[src/rtl/bin2gray_ptr.sv]
// -----------------------------------------------------------------------------
// bin2gray_ptr
//   Registered binary pointer with a registered Gray-coded copy. This is the
//   encoder half of an async-FIFO pointer pair. oGrayValue is driven directly
//   by a flop, so it can be fed into a synchroniser in another clock domain.
//
// Ports
//   iClk        clock, rising-edge
//   iRst        synchronous reset, active-high
//   iInc        advance the pointer by one (modulo 2^DATA_WIDTH)
//   iLoad       load iLoadValue (takes priority over iInc)
//   iLoadValue  binary value to load
//   oBinValue   registered binary pointer
//   oGrayValue  registered Gray code of oBinValue
//   oBinNext    combinational value oBinValue takes at the next edge
//   oGrayNext   combinational Gray code of oBinNext
//   oWrap       registered one-cycle pulse after an all-ones -> zero increment
// -----------------------------------------------------------------------------
module bin2gray_ptr #(
    parameter int DATA_WIDTH = 8
) (
    input  logic                  iClk,
    input  logic                  iRst,
    input  logic                  iInc,
    input  logic                  iLoad,
    input  logic [DATA_WIDTH-1:0] iLoadValue,
    output logic [DATA_WIDTH-1:0] oBinValue,
    output logic [DATA_WIDTH-1:0] oGrayValue,
    output logic [DATA_WIDTH-1:0] oBinNext,
    output logic [DATA_WIDTH-1:0] oGrayNext,
    output logic                  oWrap
);

    logic wrapNext;

    // Next-value selection. The reset leg is a don't-care for the register
    // (it is forced to zero below) but driving zero keeps the compare logic
    // downstream quiet during reset. iLoadValue is only selected when iLoad
    // is high, so an undriven load bus cannot leak into the pointer.
    always_comb begin
        oBinNext = oBinValue;
        if (iRst) begin
            oBinNext = '0;
        end else if (iLoad) begin
            oBinNext = iLoadValue;
        end else if (iInc) begin
            oBinNext = oBinValue + DATA_WIDTH'(1);
        end
    end

    // Logical shift leaves the MSB untouched after the XOR.
    assign oGrayNext = oBinNext ^ (oBinNext >> 1);

    // A wrap is only an increment out of all-ones; loads never count.
    assign wrapNext = !iRst && !iLoad && iInc && (&oBinValue);

    // Binary and Gray registers share one enable-free update so they can
    // never be a cycle apart.
    always_ff @(posedge iClk) begin
        if (iRst) begin
            oBinValue  <= '0;
            oGrayValue <= '0;
            oWrap      <= 1'b0;
        end else begin
            oBinValue  <= oBinNext;
            oGrayValue <= oGrayNext;
            oWrap      <= wrapNext;
        end
    end

endmodule

[config.mk]
export PLATFORM = sky130hd
export DESIGN_NAME = bin2gray_ptr
export DESIGN_NICKNAME = d
export VERILOG_FILES = /design/src/rtl/bin2gray_ptr.sv
export SDC_FILE = /design/constraint.sdc
export NUM_CORES = 1
export LEC_CHECK = 0
export ABC_AREA = 1
export BUFFER_PORTS_ARGS = -buffer_cell sky130_fd_sc_hd__buf_2
export CAP_MARGIN = 10
export CORE_MARGIN = 3
export CORE_UTILIZATION = 30
export CTS_BUF_LIST = sky130_fd_sc_hd__clkbuf_8
export CTS_CLUSTER_SIZE = 8
export DETAILED_ROUTE_END_ITERATION = 12
export PLACE_DENSITY_LB_ADDON = 0.12
export SETUP_SLACK_MARGIN = 0.4
export SYNTH_ARGS = -nofsm -noshare
export SYNTH_HDL_FRONTEND = slang
export SYNTH_SLANG_ARGS = --single-unit
[constraint.sdc]
create_clock -name iClk -period 1.47 [get_ports iClk]
set_input_delay 0.2205 -clock iClk [delete_from_list [all_inputs] [get_ports iClk]]
set_output_delay 0.2205 -clock iClk [all_outputs]
set_load 0.02 [all_outputs]
==> results of run 1 <==
[final timing paths]
path,startpoint,cells past startpoint,endpoint,slack [ns]
setup / recovery,oBinValue[0],6,oGrayNext[1],-0.36
hold / removal,iLoad,3,oWrap,0.24
setup reg to reg,oBinValue[0],8,oGrayValue[1],-0.23
hold reg to reg,oBinValue[6],2,oWrap,0.52
[registers in the layout, indices dropped and copies added (netlist names)]
| signal | count |
|---|---|
| oGrayValue | 7 |
| oBinValue | 8 |
| oWrap | 1 |
[cells by family (layout without fill, tap and decap cells)]
family	Yosys count	after routing	share of synthesized area
AND/OR/NAND/NOR	64	64	0.373
AO/OA/AOI/OAI	9	9	0.0519
adder cells (fa/ha/maj)	1	1	0.0137
flip-flops	16	16	0.350
XOR/XNOR	8	8	0.0765
buffers and inverters	29	110	0.135
[tightest hold or removal path, delay by kind of cell]
family | cells | cell delay (ns)
buffers and inverters | 2 | 0.20
AND/OR/NAND/NOR | 1 | 0.04
[layout by cell type, fill, tap and decap left out]
| cell type | netlist | routed |
|---|---|---|
| a21oi_2 | 0 | 2 |
| buf_12 | 0 | 1 |
| buf_2 | 0 | 23 |
| buf_4 | 2 | 23 |
| buf_6 | 1 | 33 |
| clkbuf_8 | 0 | 4 |
| clkinv_4 | 0 | 1 |
| dfxtp_1 | 16 | 8 |
| dfxtp_2 | 0 | 5 |
| dfxtp_4 | 0 | 3 |
| ha_4 | 0 | 1 |
| inv_1 | 24 | 15 |
| inv_2 | 2 | 7 |
| inv_4 | 0 | 2 |
| inv_6 | 0 | 1 |
| nand2_1 | 25 | 16 |
| nand2_2 | 8 | 6 |
| nand2_4 | 1 | 12 |
| nand3_1 | 6 | 3 |
| nand3_2 | 5 | 6 |
| nand3_4 | 0 | 2 |
| nand3b_1 | 1 | 1 |
| nor2_1 | 11 | 11 |
| nor2_2 | 1 | 1 |
| nor2_4 | 3 | 3 |
| nor3_2 | 0 | 1 |
| o211ai_1 | 1 | 1 |
| o21ai_0 | 3 | 1 |
| o21ai_1 | 3 | 4 |
| o21ai_2 | 0 | 1 |
| or2_2 | 2 | 2 |
| xor2_1 | 8 | 4 |
| xor2_2 | 0 | 1 |
| xor2_4 | 0 | 3 |
[through the flow]
| step | utilization | std cells | power (mW) | hold slack (ns) | instance area [um^2] |
|---|---|---|---|---|---|
| floorplan | - | 127 | 0.823 | 0.298 | 1080 |
| global placement | 0.522 | 219 | 0.992 | 0.498 | 1480 |
| detailed placement | 0.522 | 219 | 0.996 | 0.503 | 1480 |
| CTS | 0.640 | 233 | 1.53 | 0.232 | 1810 |
| global route | 0.670 | 239 | 1.63 | 0.238 | 1900 |
| finish | 0.670 | 239 | 1.55 | 0.238 | 1900 |
[power by group through the flow]
stage	clock network [mW]	registers, mW	logic [mW]
6_report	0.408	0.500	0.645
5_1_grt	0.428	0.506	0.692
4_1_cts	0.415	0.500	0.617
3_3_place_gp	0	0.507	0.485
2_1_floorplan	0	0.563	0.259
3_5_place_dp	0	0.508	0.488
[per-layer routing]
metal / track usage / share of wire
met1: 0.191 / 0.44
met3: 0.0377 / 0.055
met4: 0.0650 / 0.0098
met2: 0.249 / 0.49
met5: 0 / 0
[what timing repair did]
item | in CTS | in global routing
setup buffers | 10 | 6
pin swaps | 19 | 9
setup endpoints to repair | 37 | 39
gates resized for setup | 65 | 11
[final cells by class]
class / count / area (um^2) / share of cell area
clock buffer: 4 / 55.1 / 0.0290
inverter: 26 / 113 / 0.0594
multi-input combinational: 82 / 672 / 0.354
sequential: 16 / 338 / 0.178
tap: 31 / 38.8 / 0.0205
timing repair buffer: 80 / 679 / 0.358
==> summary.md, run 1 <==
| Metric | Value |
|---|---|
| Status | complete, but fails checks |
| Failing checks | setup timing |
| Worst slew pin tran | 0.365 ns |
| Skew-Pair Late Insertion Delay | 0.25 ns |
| Crit path capture type | output port |
| # port buffers | 44 |
| Drt first pass iters | 4 |
| Number of buffers on the longest clock path | 2 |
| DR WL/cell | 11.5 um |
| Async set-reset flop share out of synthesis | 0 |
| Grt total ovfl | 0 |
| DRT Wirelength | 2740 um |
| Register bit total from synthesis | 16 |
| Top Family by Delay on Critical Path | flip-flops |
| Worst Hold Class | input port to flip-flop |
| Vias in the first global route | 974 |
| Starting Density | 0.324 |
| Tcrit/Tclk final | 1.24 |
| Post-synth EDFFs | 0 |
| CTS tree | built |
| Setup Skew | 0.00243 ns |
| Mapped Cells | 127 |
| Detail Route Antenna Nets | 0 |
| FP Rows | 19 |
| Area contributors post-synth | dfxtp_1 (35%), nand2_1 (10%), inv_1 (9.8%) |
| Vias | 1027 |
| Primary FF master, synth | dfxtp_1 |
| Buf/Inv on CP | 1 |
| Clk pwr share | 0.263 |
| Initial antenna violation count | 0 |
| Die span in x | 61.3 um |
| Final setup viols | 19 |
| Post-CTS Hold Fix Bufs | 0 |
| Synth Cell Area | 916 um^2 |
| P_int | 1.03 mW |
| Yosys top cell by area | dfxtp_1 |
| Startpoint Class | flip-flop |
| Hold Vio Cnt, Final | 0 |
| Core ar. | 2830 um^2 |
| Synth top cells by count | nand2_1 (25), inv_1 (24), dfxtp_1 (16) |
| Clock root cell | clkbuf_8 |
| Worst-path cell chain | ha_4, nand2_1, o211ai_1, nand3_2, xor2_2, buf_6 |
| DRT iter0 DRCs | 10 |
| Fin crit period | 1.83 ns |
| All-layer global routing usage | 0.153 |
| Slowest CP cell | dfxtp_4 |
| Normalized max-slew margin | 0.756 |
| Vias per cell | 4.30 |
| Die area | 3750 um^2 |
| Crit Path Class | flip-flop to output port |
| PD cells | 820 nW/um^2 |
| Netlist cell types | 22 |
| Clk sinks | 16 |
| Share of the synthesized area in the top cell type | 0.350 |
| WP data arrival | 1.61 ns |
| Final GP Congestion | 0.726 |
| # DRC | 0 |
| Worst-path clk slew | 0.07 ns |
| Antenna cells | 0 |
| # fillers | 239 |
| Layout area overhead | 107% |
| CTS Buf Count | 3 |
| HPWL after DPL | 1870 um |
| Leak pwr | 0.984 nW |
| Switch Pwr | 528 uW |
| CP max FO | 5 |
| Reg power frac | 0.322 |
| Comb pwr share | 0.415 |
| Switching share of power | 0.340 |
| Fin Setup TNS | -4.85 ns |
| Layout cells sized above 1 | 0.692 |
| I/O pin total | 45 |
| RSZ-0062 raised after global routing | true |
| Slowest stage delay, CP | 0.36 ns |
| Die height | 61.3 um |
| Max-cap viol count | 0 |
| Syn nets | 140 |
| Peak Freq | 547 MHz |
| Sequential area share after synthesis | 0.350 |
| H-tree depth reported by CTS | 1 |
| Nets | 222 |
| Pins Over Slew Limit | 0 |
| Synth Warn # | 0 |
| Worst ir drop on vdd | 0.000558 V |
| Avg Cell Area, Syn | 7.21 um^2 |
| Largest net degree at the start of global routing | 10 |
| Pre-CTS WS | -0.167 ns |
| Leading cell type by number of instances after synthesis | nand2_1 |
| Final worst slack | -0.358 ns |
| Critical path data required time | 1.25 ns |
| First-pass GRT wire length | 4200 um |
Note: power is estimated with default switching activity, not from simulation.
==> run 2: changes to the inputs <==
--- a/config.mk
+++ b/config.mk
@@ -13,6 +13,7 @@
 export CTS_BUF_LIST = sky130_fd_sc_hd__clkbuf_8
 export CTS_CLUSTER_SIZE = 8
 export DETAILED_ROUTE_END_ITERATION = 12
+export GPL_TIMING_DRIVEN = 0
 export PLACE_DENSITY_LB_ADDON = 0.12
 export SETUP_SLACK_MARGIN = 0.4
 export SYNTH_ARGS = -nofsm -noshare
==> summary.md, run 2 (synthesized netlist as in run 1, its figures left out) <==
| Metric | Value |
|---|---|
| Status | complete, but fails checks |
| Failing checks | setup timing |
| Peak Freq | 546 MHz (-0.23%) |
| RSZ-0062 raised after global routing | true |
| HPWL after DPL | 1750 um (-6.7%) |
| Most flops, register | oBinValue |
| Critical path data required time | 1.25 ns (about the same) |
| Worst Hold Class | input port to flip-flop |
| Die span in x | 61.3 um (unchanged) |
| Final GP Congestion | 0.780 (+7.4%) |
| I/O pin total | 45 (unchanged) |
| CTS tree | built |
| Skew-Pair Late Insertion Delay | 0.25 ns (about the same) |
| Final worst slack | -0.362 ns (-0.00427 ns) |
| Max-cap viol count | 0 (unchanged) |
| Antenna cells | 0 (unchanged) |
| Detail Route Antenna Nets | 0 (unchanged) |
| Drt first pass iters | 4 (unchanged) |
| Fin Setup TNS | -4.55 ns (+0.299 ns) |
| Vias per cell | 4.32 (+0.63%) |
| Met3 Track Usage GR | 0.0377 (unchanged) |
| Hold Vio Cnt, Final | 0 (unchanged) |
| Fin crit period | 1.83 ns (+0.00427 ns) |
| Worst-path cell chain | ha_4, nand2_4, nor2_4, nand3_2, nand2_2, nor2_2, nor2_4, nand2_2, nand2_4, buf_6 |
| Most frequent cells in the layout | buf_2 (29), buf_6 (24), inv_1 (18), nand2_1 (15), nor2_1 (11) |
| DRT Wirelength | 2540 um (-7.6%) |
| Final setup viols | 20 (+1) |
| Slowest stage delay, CP | 0.37 ns (about the same) |
| Post-layout utilization of the core | 0.596 (-0.0739) |
| CTS Buf Count | 3 (unchanged) |
| Met2 usage | 0.228 (-0.0211) |
| Grt total ovfl | 0 (unchanged) |
| Startpoint Class | flip-flop |
| WP data arrival | 1.61 ns (about the same) |
| H-tree depth reported by CTS | 1 (unchanged) |
| CP max FO | 4 (-1) |
| FP Rows | 19 (unchanged) |
| First-pass GRT wire length | 4080 um (-2.8%) |
| Crit Path Class | flip-flop to output port |
| Setup Skew | 0.00204 ns (-0.000389 ns) |
| Commonest non-fill, non-tap cell in the layout | buf_2 |
| Vias | 960 (-6.5%) |
| Die height | 61.3 um (unchanged) |
| Core ar. | 2830 um^2 (unchanged) |
| Largest net degree at the start of global routing | 11 (+1) |
| # DRC | 0 (unchanged) |
| Max FFs per register | 8 (unchanged) |
| Clk sinks | 16 (unchanged) |
| Starting Density | 0.324 (unchanged) |
| Die area | 3750 um^2 (unchanged) |
| Routing usage on met1 | 0.194 (+0.00332) |
| All-layer global routing usage | 0.149 (-0.00358) |
| # fillers | 255 (+6.7%) |
| Nets | 205 (-7.7%) |
| Leak pwr | 0.874 nW (-11%) |
| Layout cells sized above 1 | 0.644 (-0.0483) |
| Worst slew pin tran | 0.329 ns (-0.0361 ns) |
| Initial antenna violation count | 0 (unchanged) |
| PD cells | 840 nW/um^2 (+2.5%) |
| Slowest CP cell | dfxtp_4 |
| Tcrit/Tclk final | 1.25 (+0.00290) |
| Most Crowded Layer GR | met2 |
| Worst-path clk slew | 0.07 ns (about the same) |
| Normalized max-slew margin | 0.779 (+0.0235) |
| Crit path capture type | output port |
| Clock root cell | clkbuf_8 |
| Number of buffers on the longest clock path | 2 (unchanged) |
| Layout area overhead | 84.2% |
| Vias in the first global route | 924 (-5.1%) |
| Worst ir drop on vdd | 0.000441 V (-21%) |
| Top flop regs | oBinValue (8), oGrayValue (7), oWrap (1) |
| # port buffers | 44 (unchanged) |
| DRT iter0 DRCs | 26 (+16) |
| Pins Over Slew Limit | 0 (unchanged) |
| DR WL/cell | 11.4 um (-0.51%) |
==> run 2: cell count changes in the layout (fill, tap and decap cells not counted), moves of 2 or more <==
| cell | change |
|---|---|
| inv_2 | -2 |
| buf_4 | -13 |
| inv_1 | +3 |
| nand2_2 | +4 |
| nand2_4 | -4 |
| buf_2 | +6 |
| buf_6 | -9 |
==> run 2: layer usage <==
metal | routed length, um | vias up
li1 | - | 507
met1 | 1100 | 422
met5 | 0 | -
met3 | 159 | 5
met2 | 1220 | 26
met4 | 53 | 0
==> run 2: path summary, 6_finish.rpt <==
path,start,to,slack [ns],cells past startpoint
setup / recovery,oBinValue[1],oGrayNext[5],-0.36,10
hold / removal,iLoad,oWrap,0.17,2
setup reg to reg,oBinValue[0],oGrayValue[1],-0.18,8
hold reg to reg,oBinValue[6],oWrap,0.51,2
==> run 2: final cells by class <==
type	count	area, um^2	share of cell area
multi-input cells	82	659	0.391
flip-flops and latches	16	340	0.202
well taps	31	38.8	0.0230
clock buffers	3	41.3	0.0245
plain buffers	3	30.0	0.0178
repair buffers	60	460	0.273
clock inverters	1	3.75	0.00223
inverters	26	113	0.0668
==> run 2: stage by stage <==
step | instance area (um^2) | std cells | worst slack [ns] | hold slack, ns | total power, mW
6_report | 1690 | 222 | -0.362 | 0.169 | 1.42
4_1_cts | 1610 | 217 | -0.350 | 0.157 | 1.41
5_1_grt | 1690 | 222 | -0.457 | 0.159 | 1.49
3_5_place_dp | 1340 | 202 | -0.162 | 0.432 | 0.949
3_3_place_gp | 1340 | 202 | -0.163 | 0.439 | 0.944
2_1_floorplan | 1080 | 127 | -0.0569 | 0.298 | 0.823
==> run 2: worst max-delay path: cells and delay by family, from the launching register on <==
kind,cells,cell delay [ns]
buffers and inverters,1,0.10
flip-flops,1,0.37
adder cells (fa/ha/maj),1,0.14
AND/OR/NAND/NOR,8,0.75
==> run 2: what timing repair did <==
action,CTS,global route
hold buffers,0,0
pin swaps,16,8
setup buffers,11,5
setup endpoints to repair,32,31
hold endpoints to repair,0,0
resized for setup,44,12
==> run 2: power by group <==
part / total [mW] / leakage [nW] / switching, mW / internal [mW]
Combinational: 0.566 / 0.710 / 0.312 / 0.254
Clock: 0.347 / 0.0269 / 0.161 / 0.185
Sequential: 0.504 / 0.137 / 0.0277 / 0.476
Total: 1.42 / 0.874 / 0.501 / 0.916
==> run 3: changes to the inputs <==
--- a/config.mk
+++ b/config.mk
@@ -14,7 +14,7 @@
 export CTS_CLUSTER_SIZE = 8
 export DETAILED_ROUTE_END_ITERATION = 12
 export GPL_TIMING_DRIVEN = 0
-export PLACE_DENSITY_LB_ADDON = 0.12
+export PLACE_DENSITY = 0.6
 export SETUP_SLACK_MARGIN = 0.4
 export SYNTH_ARGS = -nofsm -noshare
 export SYNTH_HDL_FRONTEND = slang
==> constraint.sdc (replaced) <==
create_clock -name iClk -period 1.8 [get_ports iClk]
set_input_delay 0.27 -clock iClk [delete_from_list [all_inputs] [get_ports iClk]]
set_output_delay 0.27 -clock iClk [all_outputs]
set_load 0.02 [all_outputs]
==> summary.md, run 3 (synthesized netlist as in run 1, its figures left out) <==
| Metric | Value |
|---|---|
| HPWL after DPL | 1800 um (+3.2%) |
| Antenna cells | 0 (unchanged) |
| Clock root cell | clkbuf_8 |
| Die span in x | 61.3 um (unchanged) |
| All-layer global routing usage | 0.146 (-0.00295) |
| Pins Over Slew Limit | 0 (unchanged) |
| Starting Density | 0.324 (unchanged) |
| # fillers | 264 (+3.5%) |
| Crit Path Class | flip-flop to output port |
| Slowest stage delay, CP | 0.37 ns (about the same) |
| WP data arrival | 1.65 ns (+0.04 ns) |
| Clk pwr share | 0.245 (about the same) |
| Skew-Pair Late Insertion Delay | 0.26 ns (about the same) |
| Post-CTS Hold Fix Bufs | 0 (unchanged) |
| Most frequent cells in the layout | buf_2 (28), inv_1 (18), buf_4 (18), buf_6 (17), nand2_1 (15) |
| Failing checks | setup timing |
| Critical path data required time | 1.53 ns (+0.28 ns) |
| Drt first pass iters | 4 (unchanged) |
| Grt total ovfl | 0 (unchanged) |
| Vias | 982 (+2.3%) |
| # port buffers | 44 (unchanged) |
| Commonest non-fill, non-tap cell in the layout | buf_2 |
| Most Crowded Layer GR | met2 |
| PD cells | 694 nW/um^2 (-17%) |
| WHS | 0.257 ns (+0.0880 ns) |
| Top flop regs | oBinValue (8), oGrayValue (7), oWrap (1) |
| Met2 usage | 0.245 (+0.0166) |
| Worst ir drop on vdd | 0.000393 V (-11%) |
| Die area | 3750 um^2 (unchanged) |
| DRT Wirelength | 2580 um (+1.8%) |
| Most flops, register | oBinValue |
| CTS tree | built |
| Hold Vio Cnt, Final | 0 (unchanged) |
| Max-cap viol count | 0 (unchanged) |
| Status | complete, but fails checks |
| Vias per cell | 4.42 (+2.3%) |
| Reg power frac | 0.358 (+0.002) |
| Peak Freq | 520 MHz |
| CTS Buf Count | 3 (unchanged) |
| Area after DPL | 1320 um^2 (-1.3%) |
| # DRC | 0 (unchanged) |
| Initial antenna violation count | 0 (unchanged) |
| Vias in the first global route | 963 (+4.2%) |
| First-pass GRT wire length | 4080 um (-0.17%) |
| Setup Skew | 0.00251 ns (+0.000469 ns) |
| Slowest CP cell | dfxtp_4 |
| Crit path capture type | output port |
| Final GP Congestion | 0.787 (+0.91%) |
| RSZ-0062 raised after global routing | true |
| Die height | 61.3 um (unchanged) |
| Leak pwr | 0.877 nW (+0.39%) |
| Max FFs per register | 8 (unchanged) |
| Switching share of power | 0.355 (+0.00158) |
| Met3 Track Usage GR | 0.0335 (-0.00419) |
| Worst Hold Class | input port to flip-flop |
| DRT iter0 DRCs | 24 (-7.7%) |
| P_int | 742 uW (-19%) |
| Tcrit/Tclk final | 1.07 |
| Final std cell area, no fill | 1660 um^2 (-1.7%) |
| Final setup viols | 11 (-45%) |
| H-tree depth reported by CTS | 1 (unchanged) |
| Fin crit period | 1.92 ns |
| Core ar. | 2830 um^2 (unchanged) |
| Layout cells sized above 1 | 0.649 (+0.00524) |
| Largest net degree at the start of global routing | 11 (unchanged) |
| DR WL/cell | 11.6 um (+1.8%) |
| I/O pin total | 45 (unchanged) |
| Switch Pwr | 408 uW (-18%) |
| Number of buffers on the longest clock path | 2 (unchanged) |
| Detail Route Antenna Nets | 0 (unchanged) |
| Layout area overhead | 81.0% |
| Placed cells | 202 (unchanged) |
| Nets | 205 (unchanged) |
| Comb pwr share | 0.397 (-0.003) |
| Startpoint Class | flip-flop |
| Routing usage on met1 | 0.174 (-0.0201) |
| Worst-path cell chain | ha_4, nand2_4, nor2_4, nand3_2, nand2_2, nor2_2, nor2_4, nand2_2, nand2_4, buf_4 |
| FP Rows | 19 (unchanged) |
| CP max FO | 4 (unchanged) |
| Normalized max-slew margin | 0.780 (+0.00104) |
| Final worst slack | -0.124 ns (+0.238 ns) |
| Worst slew pin tran | 0.328 ns (-0.00154 ns) |
| Worst-path clk slew | 0.06 ns (about the same) |
| Clk sinks | 16 (unchanged) |
| Fin cells | 222 (unchanged) |
[run 3: cell types whose count changed in the layout (fill, tap and decap cells not counted), moves of 2 or more]
cell / before / now
nand2_2: 10 / 8
buf_6: 24 / 17
nand2_4: 8 / 11
buf_4: 10 / 18
[run 3: final timing paths]
check                                  start  cells after the start       endpoint  slack (ns)
worst max-delay path            oBinValue[1]                     10   oGrayNext[6]       -0.12
worst min-delay path                   iLoad                      2          oWrap        0.26
worst max register to register  oBinValue[1]                      9  oGrayValue[3]        0.25
worst min register to register  oBinValue[6]                      2          oWrap        0.51
[run 3: area by class of cell]
type | count | area [um^2] | area share
repair buffers | 60 | 440 | 0.266
inverters | 26 | 110 | 0.0664
clock inverters | 1 | 3.75 | 0.00226
clock buffers | 3 | 41.3 | 0.0249
plain buffers | 3 | 26.3 | 0.0158
multi-input cells | 82 | 661 | 0.398
well taps | 31 | 38.8 | 0.0234
flip-flops and latches | 16 | 337 | 0.203
[run 3: repair_timing]
action	in CTS	in global routing
pin swaps	12	9
resized for setup	39	17
setup buffers	8	8
endpoints found under the setup margin	16	21
[run 3: power groups by stage]
stage / logic [mW] / clock network (mW) / registers, mW
floorplan: 0.204 / 0 / 0.460
global placement: 0.345 / 0 / 0.418
detailed placement: 0.350 / 0 / 0.418
CTS: 0.424 / 0.295 / 0.412
global route: 0.492 / 0.305 / 0.416
finish: 0.456 / 0.282 / 0.412
[run 3: critical path, delay by kind of cell, from the launching register on]
family        cells  cell delay, ns
flops             1            0.37
fa+ha+maj         1            0.14
simple gates      8            0.76
buf+inv           1            0.13
[run 3: metrics by stage]
stage / setup slack [ns] / setup TNS (ns) / power [mW] / util
6_report: -0.124 / -0.785 / 1.15 / 0.586
5_1_grt: -0.197 / -1.70 / 1.21 / 0.586
4_1_cts: -0.100 / -0.505 / 1.13 / 0.547
3_5_place_dp: 0.0474 / 0 / 0.769 / 0.468
3_3_place_gp: 0.0534 / 0 / 0.763 / 0.468
2_1_floorplan: 0.224 / 0 / 0.665 / -
[run 3: layer usage]
layer | vias up | part of all wire
li1 | 510 | -
met1 | 439 | 0.42
met2 | 28 | 0.50
met3 | 5 | 0.057
met4 | 0 | 0.021
met5 | - | 0
